## src/rtl/uart_mmio.sv

```systemverilog
// Memory-mapped 8N1 UART: one-deep TX holding register plus single-byte RX
// buffer with a sticky ready flag. TX and RX run independently (full duplex).
module uart_mmio #(
  parameter int BAUD_DIV = 434
) (
  input  logic        clk,
  input  logic        reset,
  input  logic [31:0] WriteData,
  input  logic        Tx_MemWrite,
  input  logic        Tx_data_Memwrite,
  input  logic        Clean_rx_Memwrite,
  input  logic        rx,
  output logic        tx,
  output logic [31:0] Rx_ReadData,
  output logic [31:0] Rx_ready_ReadData,
  output logic        Tx_busy
);

  localparam logic [15:0] BIT_LAST  = 16'(BAUD_DIV - 1);
  localparam logic [15:0] HALF_LAST = 16'(BAUD_DIV / 2 - 1);

  typedef enum logic [1:0] {TX_IDLE, TX_START, TX_DATA, TX_STOP} tx_state_t;
  typedef enum logic [1:0] {RX_IDLE, RX_START, RX_DATA, RX_STOP} rx_state_t;

  logic unused_wd;
  assign unused_wd = ^WriteData[31:8];

  // ---------------------------------------------------------------- TX
  tx_state_t   tx_state, tx_state_nxt;
  logic [15:0] tx_cnt;
  logic [2:0]  tx_bit;
  logic [9:0]  tx_sh;
  logic [7:0]  tx_hold;
  logic        tx_q;
  logic        tx_go, tx_tick;

  assign tx_tick = (tx_cnt == BIT_LAST);

  always_ff @(posedge clk or negedge reset) begin
    if (!reset) tx_state <= TX_IDLE;
    else        tx_state <= tx_state_nxt;
  end

  always_comb begin
    tx_state_nxt = tx_state;
    unique case (tx_state)
      TX_IDLE:  if (tx_go) tx_state_nxt = TX_START;
      TX_START: if (tx_tick) tx_state_nxt = TX_DATA;
      TX_DATA:  if (tx_tick && tx_bit == 3'd7) tx_state_nxt = TX_STOP;
      TX_STOP:  if (tx_tick) tx_state_nxt = TX_IDLE;
      default:  tx_state_nxt = TX_IDLE;
    endcase
  end

  always_comb begin
    Tx_busy = (tx_state != TX_IDLE);
    tx_go   = Tx_MemWrite && WriteData[0] && (tx_state == TX_IDLE);
  end

  // Whole frame {stop, data, start} is shifted out; ones fill from the top so
  // the line naturally lands on the stop/idle level.
  always_ff @(posedge clk or negedge reset) begin
    if (!reset) begin
      tx_hold <= '0;
      tx_cnt  <= '0;
      tx_bit  <= '0;
      tx_sh   <= '1;
      tx_q    <= 1'b1;
    end else begin
      if (Tx_data_Memwrite) tx_hold <= WriteData[7:0];
      if (tx_go) begin
        tx_sh  <= {1'b1, tx_hold, 1'b0};
        tx_q   <= 1'b0;
        tx_cnt <= '0;
        tx_bit <= '0;
      end else if (Tx_busy) begin
        if (tx_tick) begin
          tx_cnt <= '0;
          tx_sh  <= {1'b1, tx_sh[9:1]};
          tx_q   <= tx_sh[1];
          if (tx_state == TX_DATA) tx_bit <= tx_bit + 3'd1;
        end else begin
          tx_cnt <= tx_cnt + 16'd1;
        end
      end
    end
  end

  assign tx = tx_q;

  // ---------------------------------------------------------------- RX
  rx_state_t   rx_state, rx_state_nxt;
  logic        rx_s1, rx_s2, rx_s3;
  logic [15:0] rx_cnt;
  logic [2:0]  rx_bit;
  logic [7:0]  rx_sh;
  logic [7:0]  rx_data;
  logic        rx_ready;
  logic        rx_ferr;
  logic        rx_fall, rx_tick, rx_commit, rx_shift;

  // rx_s3 only remembers the previous synchronized level for edge detection
  always_ff @(posedge clk or negedge reset) begin
    if (!reset) begin
      rx_s1 <= 1'b1;
      rx_s2 <= 1'b1;
      rx_s3 <= 1'b1;
    end else begin
      rx_s1 <= rx;
      rx_s2 <= rx_s1;
      rx_s3 <= rx_s2;
    end
  end

  always_ff @(posedge clk or negedge reset) begin
    if (!reset) rx_state <= RX_IDLE;
    else        rx_state <= rx_state_nxt;
  end

  always_comb begin
    rx_state_nxt = rx_state;
    unique case (rx_state)
      RX_IDLE:  if (rx_fall) rx_state_nxt = RX_START;
      RX_START: if (rx_tick) rx_state_nxt = rx_s2 ? RX_IDLE : RX_DATA;
      RX_DATA:  if (rx_tick && rx_bit == 3'd7) rx_state_nxt = RX_STOP;
      RX_STOP: begin
        // after a framing error, hold here until the line returns high
        if (rx_ferr) begin
          if (rx_s2) rx_state_nxt = RX_IDLE;
        end else if (rx_tick && rx_s2) begin
          rx_state_nxt = RX_IDLE;
        end
      end
      default:  rx_state_nxt = RX_IDLE;
    endcase
  end

  always_comb begin
    rx_fall   = rx_s3 && !rx_s2;
    rx_tick   = (rx_state == RX_START) ? (rx_cnt == HALF_LAST) : (rx_cnt == BIT_LAST);
    rx_shift  = (rx_state == RX_DATA) && rx_tick;
    rx_commit = (rx_state == RX_STOP) && !rx_ferr && rx_tick && rx_s2;
  end

  always_ff @(posedge clk or negedge reset) begin
    if (!reset) begin
      rx_cnt   <= '0;
      rx_bit   <= '0;
      rx_sh    <= '0;
      rx_data  <= '0;
      rx_ready <= 1'b0;
      rx_ferr  <= 1'b0;
    end else begin
      if (rx_state == RX_IDLE || rx_tick) rx_cnt <= '0;
      else                                rx_cnt <= rx_cnt + 16'd1;
      if (rx_shift) begin
        rx_sh  <= {rx_s2, rx_sh[7:1]};
        rx_bit <= rx_bit + 3'd1;
      end
      if (rx_state != RX_STOP)                     rx_ferr <= 1'b0;
      else if (!rx_ferr && rx_tick && !rx_s2)      rx_ferr <= 1'b1;
      if (rx_commit) rx_data <= rx_sh;
      // a completing frame beats a simultaneous clear
      rx_ready <= rx_commit || (rx_ready && !Clean_rx_Memwrite);
    end
  end

  assign Rx_ReadData       = {24'b0, rx_data};
  assign Rx_ready_ReadData = {31'b0, rx_ready};

endmodule

```

## config.mk

```make
export PLATFORM = sky130hd
export DESIGN_NAME = uart_mmio
export DESIGN_NICKNAME = d
export VERILOG_FILES = /design/src/rtl/uart_mmio.sv
export SDC_FILE = /design/constraint.sdc
export NUM_CORES = 1
export LEC_CHECK = 0
export CELL_PAD_IN_SITES_DETAIL_PLACEMENT = 0
export CELL_PAD_IN_SITES_GLOBAL_PLACEMENT = 1
export CORE_MARGIN = 2
export CORE_UTILIZATION = 39
export DETAILED_ROUTE_END_ITERATION = 10
export PLACE_DENSITY = 0.83
export SLEW_MARGIN = 10
export SYNTH_ARGS = -nofsm -noshare
export SYNTH_HDL_FRONTEND = slang
export SYNTH_SLANG_ARGS = --single-unit
```

## constraint.sdc

```tcl
create_clock -name clk -period 2.7 [get_ports clk]
set_input_delay 0.54 -clock clk [delete_from_list [all_inputs] [get_ports clk]]
set_output_delay 0.54 -clock clk [all_outputs]
set_load 0.005 [all_outputs]
```

### Word level (Yosys, flattened, before mapping)

Index checks and enable logic that the tools add are counted.

* reduce and logical (&&, ||, !) cells: 29
* equal/unequal tests: 21
* add/sub/neg operators: 4
* multiplexer cells: 30

Operators with widths (count)
* 16-bit 2-to-1 mux: 4
* 16-bit by 1-bit adder with 16-bit output, second input constant: 2
* 16-bit by 9-bit == test with 1-bit output, second input constant: 2
* 10-bit 2-to-1 mux: 3
* 2-bit 2-to-1 mux: 11
* 16-bit by 8-bit == test with 1-bit output, second input constant: 1
* 2-bit inequality test, second input constant: 8
* 2-bit case mux with 4 select lines: 2
* 1-bit logical AND: 13
* 3-bit 2-to-1 mux: 4
* 2-bit nonzero test: 5
* 2-bit == test, second input constant: 4
* 3-bit by 1-bit adder with 3-bit output, second input constant: 2
* 3-bit == test, second input constant: 2
* 1-bit 2-to-1 mux: 6
* 3-bit inequality test, second input constant: 2
* 5-bit AND reduction: 1
* 2-bit by 1-bit == test with 1-bit output, second input constant: 2
* 2-bit zero test: 2
* 4-bit AND reduction: 1
* 1-bit zero test: 3
* 3-bit AND reduction: 1
* 1-bit logical OR: 2
* 2-bit AND reduction: 1

* register bits: 82
* output and inout bits: 66
* word-level logic and storage cells: 100

### Depth between registers and ports, before layout

* depth after elaboration: 6
* depth in mapped cells: 9
* mapped depth without buffers: 7

### Worst setup path after synthesis

OpenSTA, ideal clock, no wires.

* path type: register -> register
* start point: register rx_cnt[0]
* end point: register rx_data[0]
* setup time: 0.125 ns
* arrival time: 1.874 ns
* buffers on the path: 2
* stages on the path, launching flop included: 8
* data required time: 2.575 ns
* setup slack: 0.701 ns
* period minus slack after synthesis: 1.999 ns
* path through: dfrtp_1 -> buf_2 -> nor4b_2 -> nand4b_1 -> a211oi_2 -> and4_1 -> buf_6 -> mux2_4

* word-level cells in the longest chain between the ends: 4
* elaborated cells between the ends (all ways): 5

Ends and longest elaborated chain
* start, declared: line 94 `logic [15:0] rx_cnt;`
* start signal, assigned: line 155 `else rx_cnt <= rx_cnt + 16'd1;`
* 16-bit by 9-bit == test with 1-bit output or 16-bit by 8-bit == test with 1-bit output (tied branches): line 140 `rx_tick = (rx_state == RX_START) ? (rx_cnt == HALF_LAST) : (rx_cnt == BIT_LAST);`
* 1-bit 2-to-1 mux *: line 140
* 1-bit logical AND * (2 in series): line 142 `rx_commit = (rx_state == RX_STOP) && !rx_ferr && rx_tick && rx_s2;`
* end signal, assigned: line 162 `if (rx_commit) rx_data <= rx_sh;`
* end, declared: line 97 `logic [7:0] rx_data;`

Every way passes the cells marked *; elsewhere a longest branch is shown, timed or not.
A chain may end at the register's enable or synchronous reset.

==> reports/qor.yml <==
cells_and_area:
  final_util_pct: 42.5
  fillers: 1026
  multi_input_area_um2: 1870
  n_antenna_cell: 0
  nNetsFinal: 461
  drive_gt1_share_pct: 19.0
  final_cells: 556
  area_delta_synth_final_pct: 6.58
  register_area_um2: 2020
grt:
  grt_antenna_before_repair: 0
  track_usage_pct: 12.7
  gr-total-overflow: 0
  grt_pass1_wl_mm: 12.0
  grt_pass1_vias: 2583
  grt_max_degree: 49
job:
  cap_violations: 0
route:
  detail-route-antenna-nets: 0
  drt-initial-drc-count: 100
  firstDrtPassIters: 4
  wirelength_mm: 7.15
  viasPerCell: 4.70
  vias: 2611
  drc: 0
  wl_per_cell_um: 12.9
timing:
  hold_viol: 0
  rsz0062_at_grt: "false"
  slew_violations: 0
  min_period_ps: 2320
  hold_slack_ps: 126
  min_period_over_period_pct: 86.0
  relSlewSlack_pct: 61.9
  fin_setup_tns_ps: 0
  skew_ps: 13.2
  max_freq_mhz: 431
  setup_viol: 0
  worstMarginPinSlew_ps: 572
synthesis:
  synth_edf_count: 0
  synth_xor_area_share_pct: 5.70
  synth_compound_area_share_pct: 6.08
  ys_types: 54
  synth-main-ff-cell: "dfrtp_1"
  syn_avg_cell_area_um2: 11.0
  ys_async_sr_fraction_pct: 100
  yosys.area_share.simple_pct: 14.7
  ys_ff_latch: 80
  synth_mux_area_share_pct: 8.79
  synth_cells: 392
  ys_warn_count: 0
  post_synth_fa_ha_maj_area_fraction_pct: 3.49
  synth_top_family_by_area: "simple AND/OR/NAND/NOR gates"
  netlist_area_um2: 4300
  seq_area_frac_synth_pct: 46.9
place:
  place.detailed.hpwl_mm: 5.00
  io_buffer_count: 24
  gp_congestion: 0.778
  place_inst: 540
clock_network:
  cts_htree_levels: 3
  tritoncts: "built"
  cts_root_buf: "clkbuf_8"
  clockBufferDepth: 2
  cts_inserted_buffers: 9
  clkLatencyLatePin_ps: 350
  cts_resized: 0
  clock_sinks: 80
  post_cts_buffers: 0
  path_clk_slew_ps: 90
  hold_buffers: 0
floorplan:
  die_y_um: 109
  core_area_um2: 10800
  rows: 38
  start_util_pct: 39.8
  die_area_um2: 11900
  die_x_um: 109
  io_pins: 104
power:
  p_leak_nw: 2.16
  p_sw_w: 0.000635
  ir_drop_mv: 0.322
  sw_frac_of_total_pct: 27.2
  share_comb_of_total_power_pct: 8.5
  seqPwrFrac_pct: 56.9
  power_density_nw_per_um2: 510
  p_clk_share_pct: 34.5
  p_int_w: 0.00170
setup_path:
  cpPeakStageDelay_ps: 610
  slowest_stage: "and4_1"
  cp_max_fo: 9
  crit_path_start_kind: "register"
  cp-end-kind: "register"
  worstSetupPathType: "reg2reg"
  rr_worst_depth: 5
  cp.arrival_ps: 2550
  required_ps: 2930
  crit_path_cell_trace: "nor4b_2 -> nand4b_1 -> a211oi_2 -> and4_1 -> mux2_4"
worst_hold_path:
  hold_path.class: "in2async"
run_status:
  status: "finished, final reports clean"
[per-layer routing]
metal / wire [um] / track usage [%] / vias to the layer above
li1: - / - / 1247
met3: 276 / 3.17 / 11
met1: 3180 / 16.3 / 1298
met2: 3600 / 21.2 / 55
met4: 90 / 4.12 / 0
met5: 0 / 0 / -
[synthesized netlist by cell type (2+ instances only)]
cell / count / share of area (%)
dfrtp_1: 68 / 40
buf_4: 56 / 9.8
nor2_1: 43 / 3.8
inv_1: 17 / 1.5
mux2_4: 17 / 5.9
nand2_1: 16 / 1.4
xor2_1: 15 / 3.1
xnor2_1: 13 / 2.6
dfstp_2: 12 / 7.3
ha_1: 12 / 3.5
nand4_1: 12 / 1.7
nand3_1: 11 / 1.3
mux2_2: 10 / 2.6
and3_1: 8 / 1.2
a22oi_1: 7 / 1.2
o21ai_2: 7 / 1.4
clkbuf_1: 6 / 0.52
buf_6: 5 / 1.3
and4_1: 4 / 0.81
nor3_1: 4 / 0.47
o21ai_0: 4 / 0.47
a21oi_1: 3 / 0.35
buf_2: 3 / 0.35
or2_2: 3 / 0.44
a31o_1: 2 / 0.41
a31oi_1: 2 / 0.29
buf_8: 2 / 0.70
nand4b_1: 2 / 0.41
nor2b_1: 2 / 0.29
or3_1: 2 / 0.29
[state kept, by name, summed over array words and instances, names as in the netlist, 2 cells and up, named ones only]
register,flops
rx_bit,3
rx_sh,8
rx_cnt,16
rx_data,8
tx_state,2
tx_hold,8
tx_sh,9
tx_bit,3
tx_cnt,16
[kinds of logic (layout without fill, tap and decap cells)]
family	count (synthesis)	in the layout
buf+inv	90	60
fa+ha+maj	12	12
flops	80	80
xor+xnor	28	28
other cells	1	55
mux	28	28
simple gates	119	119
compound gates	34	34
[through the flow]
stage | setup slack [ps] | area [um2] | total power (W)
2_1_floorplan | 701 | 4500 | 0.00153
6_report | 377 | 4580 | 0.00234
3_3_place_gp | 441 | 4400 | 0.00155
3_5_place_dp | 390 | 4400 | 0.00156
5_1_grt | 246 | 4580 | 0.00247
4_1_cts | 357 | 4580 | 0.00237
[power groups by stage]
stage          logic (W)  clock network [W]  registers, W
3_5_place_dp    0.000201                  0       0.00135
3_3_place_gp    0.000195                  0       0.00135
5_1_grt         0.000234           0.000896       0.00134
2_1_floorplan   0.000217                  0       0.00131
6_report        0.000199           0.000807       0.00133
4_1_cts         0.000204           0.000833       0.00133
[area by class of cell]
type | instances | area share (%)
repair buffers | 27 | 5.95
clock buffers | 11 | 3.09
clock inverters | 5 | 0.874
inverters | 17 | 1.39
flip-flops and latches | 80 | 44.0
well taps | 140 | 3.82
multi-input cells | 276 | 40.9
[worst max-delay path, delay by kind of cell, from the launching register on]
kind,cells,cell delay [ps]
AOI/OAI and AO/OA,1,270
muxes,1,350
DFF,1,490
and+or+nand+nor,3,1080
[final timing paths]
path / end / slack [ps]
setup reg to reg: rx_data[1] / 380
setup / recovery: rx_data[1] / 380
min in group clk: rx_s2 / 360
max in group asynchronous: tx_sh[7] / 1930
hold / removal: tx_bit[0] / 130
hold reg to reg: rx_s2 / 360
[cell usage in the layout (no fill, tap or decap), types with 2 or more instances in the layout]
master           Yosys  routed
dfrtp_1             68      68
conb_1               1      55
nor2_1              43      43
clkdlybuf4s50_1      0      23
inv_1               17      17
mux2_4              17      17
nand2_1             16      16
xor2_1              15      15
xnor2_1             13      13
nand4_1             12      12
ha_1                12      12
dfstp_2             12      12
nand3_1             11      11
mux2_2              10      10
clkbuf_8             0      10
and3_1               8       8
a22oi_1              7       7
o21ai_2              7       7
and4_1               4       4
nor3_1               4       4
o21ai_0              4       4
or2_2                3       3
a21oi_1              3       3
clkinvlp_4           0       3
buf_4               56       3
nand4b_1             2       2
or3_1                2       2
nor2b_1              2       2
a31oi_1              2       2
a31o_1               2       2
Power figures use the tool's default switching activity.
